## config.mk

```make
export PLATFORM = sky130hd
export DESIGN_NAME = multicycle_sequencer
export DESIGN_NICKNAME = d
export VERILOG_FILES = /design/src/rtl/multicycle_sequencer.sv
export SDC_FILE = /design/constraint.sdc
export NUM_CORES = 1
export LEC_CHECK = 0
export ABC_AREA = 1
export CAP_MARGIN = 0
export CORE_MARGIN = 2
export CORE_UTILIZATION = 48
export DETAILED_ROUTE_END_ITERATION = 8
export PLACE_DENSITY = 0.87
export SYNTH_ARGS = -nofsm -noshare
export SYNTH_HDL_FRONTEND = slang
export SYNTH_SLANG_ARGS = --single-unit
```

## constraint.sdc

```tcl
create_clock -name clock -period 5.6 [get_ports clock]
set_clock_uncertainty 0.1 [all_clocks]
set_input_delay 0.84 -clock clock [delete_from_list [all_inputs] [get_ports clock]]
set_output_delay 0.84 -clock clock [all_outputs]
set_load 0.01 [all_outputs]
```

## src/rtl/multicycle_sequencer.sv

```systemverilog
// Multicycle control FSM for the 16-bit register-file / ALU / data-memory datapath.
// Takes one instruction per handshake and walks it through DECODE/EXECUTE/MEM/WRITEBACK.
module multicycle_sequencer #(
  parameter int PC_W = 8
) (
  input  logic            clock,
  input  logic            clear_n,
  input  logic            instr_valid,
  input  logic [15:0]     instr,
  output logic            instr_ready,
  input  logic [15:0]     alu_result,
  input  logic [2:0]      alu_comp,
  output logic [3:0]      rf_aaddr,
  output logic [3:0]      rf_baddr,
  output logic [3:0]      rf_caddr,
  output logic            rf_load,
  output logic            rf_wsel,
  output logic            alu_op,
  output logic [2:0]      alu_control,
  output logic            alu_src,
  output logic [15:0]     imm,
  output logic [3:0]      mem_addr,
  output logic            mem_read,
  output logic            mem_load,
  output logic [PC_W-1:0] pc,
  output logic            busy,
  output logic            done,
  output logic            illegal
);

  typedef enum logic [2:0] {
    S_IDLE, S_DECODE, S_EXECUTE, S_MEM, S_WRITEBACK
  } state_t;

  localparam logic [3:0] OP_BEQ   = 4'b0100;
  localparam logic [3:0] OP_LOAD  = 4'b0101;
  localparam logic [3:0] OP_STORE = 4'b0110;
  localparam logic [3:0] OP_JUMP  = 4'b1000;

  state_t          state_q, state_d;
  logic [15:0]     ir_q, ir_d;
  logic [PC_W-1:0] pc_q, pc_d;
  logic [3:0]      mem_addr_q, mem_addr_d;
  logic            done_q, done_d;
  logic            illegal_q, illegal_d;

  logic [3:0]      op;
  logic            op_illegal, op_mem;
  logic [PC_W-1:0] pc_inc, pc_br, off_ext;
  logic            unused_alu_hi;

  assign op         = ir_q[15:12];
  // Opcodes 0..8 are all defined, so anything above JUMP is undefined.
  assign op_illegal = (op > OP_JUMP);
  assign op_mem     = (op == OP_LOAD) || (op == OP_STORE);
  assign off_ext    = {{(PC_W-4){ir_q[3]}}, ir_q[3:0]};
  assign pc_inc     = pc_q + PC_W'(1);
  assign pc_br      = pc_inc + off_ext;
  assign unused_alu_hi = ^alu_result[15:4];

  always_comb begin
    state_d    = state_q;
    ir_d       = ir_q;
    pc_d       = pc_q;
    mem_addr_d = mem_addr_q;
    done_d     = 1'b0;
    illegal_d  = 1'b0;
    case (state_q)
      S_IDLE: begin
        if (instr_valid) begin
          ir_d    = instr;
          state_d = S_DECODE;
        end
      end
      S_DECODE: begin
        if (op_illegal) begin
          illegal_d = 1'b1;
          pc_d      = pc_inc;
          state_d   = S_IDLE;
        end else if (op == OP_JUMP) begin
          pc_d    = ir_q[PC_W-1:0];
          done_d  = 1'b1;
          state_d = S_IDLE;
        end else begin
          state_d = S_EXECUTE;
        end
      end
      S_EXECUTE: begin
        if (op_mem) begin
          mem_addr_d = alu_result[3:0];
          state_d    = S_MEM;
        end else if (op == OP_BEQ) begin
          pc_d    = (alu_comp == 3'b010) ? pc_br : pc_inc;
          done_d  = 1'b1;
          state_d = S_IDLE;
        end else begin
          state_d = S_WRITEBACK;
        end
      end
      S_MEM: begin
        if (op == OP_LOAD) begin
          state_d = S_WRITEBACK;
        end else begin
          pc_d    = pc_inc;
          done_d  = 1'b1;
          state_d = S_IDLE;
        end
      end
      S_WRITEBACK: begin
        pc_d    = pc_inc;
        done_d  = 1'b1;
        state_d = S_IDLE;
      end
      default: state_d = S_IDLE;
    endcase
  end

  always_ff @(posedge clock) begin
    if (!clear_n) begin
      state_q    <= S_IDLE;
      ir_q       <= '0;
      pc_q       <= '0;
      mem_addr_q <= '0;
      done_q     <= 1'b0;
      illegal_q  <= 1'b0;
    end else begin
      state_q    <= state_d;
      ir_q       <= ir_d;
      pc_q       <= pc_d;
      mem_addr_q <= mem_addr_d;
      done_q     <= done_d;
      illegal_q  <= illegal_d;
    end
  end

  // Datapath controls decode straight from the instruction register so they
  // stay constant for the whole instruction.
  always_comb begin
    alu_control = 3'b000;
    case (op)
      4'b0000, 4'b0001, 4'b0010, 4'b0011, 4'b0111: alu_control = op[2:0];
      OP_LOAD, OP_STORE:                           alu_control = 3'b010;
      OP_BEQ:                                      alu_control = 3'b011;
      default:                                     alu_control = 3'b000;
    endcase
  end

  assign rf_aaddr    = ir_q[7:4];
  assign rf_baddr    = ((op == OP_STORE) || (op == OP_BEQ)) ? ir_q[11:8] : ir_q[3:0];
  assign rf_caddr    = ir_q[11:8];
  assign rf_wsel     = (op == OP_LOAD);
  assign alu_src     = op_mem;
  assign imm         = {{12{ir_q[3]}}, ir_q[3:0]};
  assign mem_addr    = mem_addr_q;

  assign instr_ready = (state_q == S_IDLE);
  assign busy        = (state_q != S_IDLE);
  assign alu_op      = (state_q == S_EXECUTE);
  assign mem_read    = (state_q == S_MEM) && (op == OP_LOAD);
  assign mem_load    = (state_q == S_MEM) && (op == OP_STORE);
  assign rf_load     = (state_q == S_WRITEBACK);
  assign pc          = pc_q;
  assign done        = done_q;
  assign illegal     = illegal_q;

endmodule
```

==> metrics <==
LEAKAGE ~1.4 nW; Worst Max-Slew Pin Slew around 0.94 ns; largest net degree at the start of global routing 30; Vias/cell 5.14; number of nets in the layout 456; FF-to-FF path depth 16; post-CTS sizing 0; Buf/Inv on CP 3; crit path from ir_q[15]$_SDFFE_PN0P_; initial antenna violation count 0; setup_tns 0 ns; startpoint types register; cell internal pwr just under 0.6 mW; P_sw between 0.3 and 0.4 mW; H-Tree Level Count 2; maximum clock frequency 0.350 GHz; worst-path cell chain nor2_4, nand3_1, inv_1, nand2_1, inv_1, clkdlybuf4s50_1; num rows 25; die width 74.1 um; Root Buffer Master clkbuf_8; multi-input logic area approximately 1300 um2; DPL Wire Length about 4400 um; number of global-route vias before repair roughly 2.4k; CTS Buf Count 5; Switching Share roughly 36%; Tot GR Track Use about 23%; Cell Area, Synth between 2000 and 2500 um2; Mean Syn Cell Area 6.62 um2; Mapped Nets 403; Clk pwr share between 20% and 30%; fin crit share between 50 and 60%; sequential cell area between 600 and 700 um2; worst flop-to-flop path startpoint pc[0]$_SDFFE_PN0P_; hold buffers post-CTS 0; Slew headroom between 30 and 40%; Clock Latency Late Sink approximately 0.28 ns; detailed-route via count 2450; dpl ws approximately 2.9 ns; IR drop worst, VDD around 0.17 mV; CP delay by family, top buffers and inverters; register share of total power between 30% and 40%; Clk pin slew, worst setup/hold paths around 0.070 ns; post-route cell area around 3100 um2; register bit total from synthesis 33; n_diodes 0; post-route minimum period around 2.9 ns; setup ws final 2.74 ns; I/O pin total between 90 and 100; fill count between 400 and 500; final-report setup violation count 0; combinational power share a little over two fifths; Clock Tree Buf Depth 2; CP max stage cell clkdlybuf4s50_1; DRC violations left 0; post-CTS setup repair buffer count 0; Synth-to-Final Area Change 32.2%; DRT antenna net count 0; Pins Over Slew Limit 0; Worst Setup EP mem_read; dpl cell area ~3000 um2; clk sink count 33; r2r endpoint pc[7]$_SDFFE_PN0P_; first-pass GRT wire length about 9900 um; drt pass-1 iters 4; CP arrival about 1.9 ns; DIE AREA roughly 5500 um2; Req. time, crit path between 4 and 5 ns; post-synth cell types 36; crit end category output port; final hold violation count 0; RePlAce Congestion ~0.84; crit path kind reg -> out; PD cells 298 nW/um2; CTS tree built; total number of yosys warnings 0; HP Class reg -> reg; Starting Density 49.9%; CP Depth 6; CORE AREA 4720 um2; sequential area share after synthesis 28.0%; grt total ovfl 0; Mapped Cells between 300 and 400; Total Wirelength approximately 5800 um; status finished clean; ratio of cells with drive above 1 in the final layout around 5.9%; Routed WL per cell between 10 and 15 um; IO Port Bufs between 70 and 80; RSZ-0062 raised after global routing no; max_cap viols 0; die height between 70 and 80 um; most used cell, CP inv_1; reg2reg setup slack between 3 and 4 ns; crit-path max FO 8; drt initial violations roughly 120; largest stage delay on the critical path between 0.5 and 0.6 ns
[power by group through the flow]
stage	clock (mW)	sequential (mW)	combinational [mW]
after global routing	0.244	0.309	0.442
final	0.231	0.304	0.395
after CTS	0.235	0.304	0.395
after global placement	0	0.308	0.381
after floorplan	0	0.306	0.262
after detailed placement	0	0.309	0.390
[synth_stat cells (all sizes together)]
cell type	number	area share, %
nand2	66	11
inv	54	8.6
nor2	39	7.5
o21ai	37	8.5
dfxtp	33	28
nand3	32	7.5
a21oi	29	6.2
buf	28	8.8
ha	8	4.2
nand4	5	1.3
clkbuf	4	0.64
nor3	4	1.3
o211ai	4	1.3
xor2	4	1.5
or2	2	0.53
a211oi	1	0.32
fa	1	0.85
nand3b	1	0.32
o21a	1	0.32
o221ai	1	0.37
o31a	1	0.37
xnor2	1	0.37
[how the worst min path moves through the flow]
stage,start,endpoint,slack [ns],depth (start not counted)
after floorplan,ir_q[4]$_SDFFE_PN0P_,ir_q[4]$_SDFFE_PN0P_,0.34,2
after global routing,ir_q[10]$_SDFFE_PN0P_,ir_q[10]$_SDFFE_PN0P_,0.40,2
after global placement,ir_q[10]$_SDFFE_PN0P_,ir_q[10]$_SDFFE_PN0P_,0.35,2
after CTS,ir_q[11]$_SDFFE_PN0P_,ir_q[11]$_SDFFE_PN0P_,0.37,2
after detailed placement,ir_q[11]$_SDFFE_PN0P_,ir_q[11]$_SDFFE_PN0P_,0.36,2
final,ir_q[11]$_SDFFE_PN0P_,ir_q[11]$_SDFFE_PN0P_,0.37,2
[routing by layer]
metal / up-vias / global-route usage, % / share of wire [%]
met1: 1086 / 24.5 / 40
li1: 1242 / - / -
met3: 24 / 5.15 / 6.4
met5: - / 0 / 0
met4: 0 / 11.5 / 3.6
met2: 98 / 42.9 / 50
[layout make-up]
type	count	share of cell area, %
repair buffers	78	25.1
inverters	54	6.50
flip-flops and latches	33	21.2
clock inverters	1	0.963
well taps	67	2.69
clock buffers	7	2.77
multi-input cells	237	40.8
[state kept, by name, summed over array words and instances (netlist names)]
register  cells
mem_addr      4
pc            8
state_q       3
illegal       1
done          1
ir_q         16
[layout by cell type, fill, tap and decap left out, drive strengths merged]
cell type / count
clkbuf: 7
xnor2: 1
fa: 1
o31a: 1
nor2: 39
clkdlybuf4s50: 78
nand3b: 1
nand2: 66
dfxtp: 33
ha: 8
nor3: 4
o221ai: 1
nand4: 5
nand3: 32
inv: 54
a21oi: 29
xor2: 4
bufinv: 1
or2: 2
a211oi: 1
o21a: 1
o211ai: 4
o21ai: 37
[stage by stage]
step / hold WS [ns] / std cells / power, mW / utilization [%]
2_1_floorplan: 0.337 / 356 / 0.568 / -
3_3_place_gp: 0.351 / 469 / 0.688 / 63.5
3_5_place_dp: 0.361 / 469 / 0.699 / 63.5
4_1_cts: 0.370 / 477 / 0.934 / 66.0
5_1_grt: 0.396 / 477 / 0.995 / 66.0
6_report: 0.365 / 477 / 0.930 / 66.0
[logic make-up (layout without fill, tap and decap cells)]
logic type | after synthesis | after routing | synth area share [%]
xor gates and xnor gates | 5 | 5 | 1.86
adders and majority gates | 9 | 9 | 5.10
DFF | 33 | 33 | 28.0
buffers and inverters | 86 | 140 | 18.0
and+or+nand+nor | 149 | 149 | 29.7
AOI/OAI and AO/OA | 74 | 74 | 17.3
[worst register-to-register path, stage by stage, from the launching register on]
cell and delay, ns:
dfxtp_1 0.44, ha_1 0.22, nand3_1 0.10, nor2_1 0.18, nand3_1 0.10, nand2_1 0.12
inv_1 0.08, ha_1 0.32, nand2_1 0.10, inv_1 0.05, a21oi_1 0.21, nand2_1 0.08
nand2_1 0.07, nand3_1 0.08, nand2_1 0.07, nand3_1 0.06, a21oi_1 0.14
(Power assumes the default switching activity.)
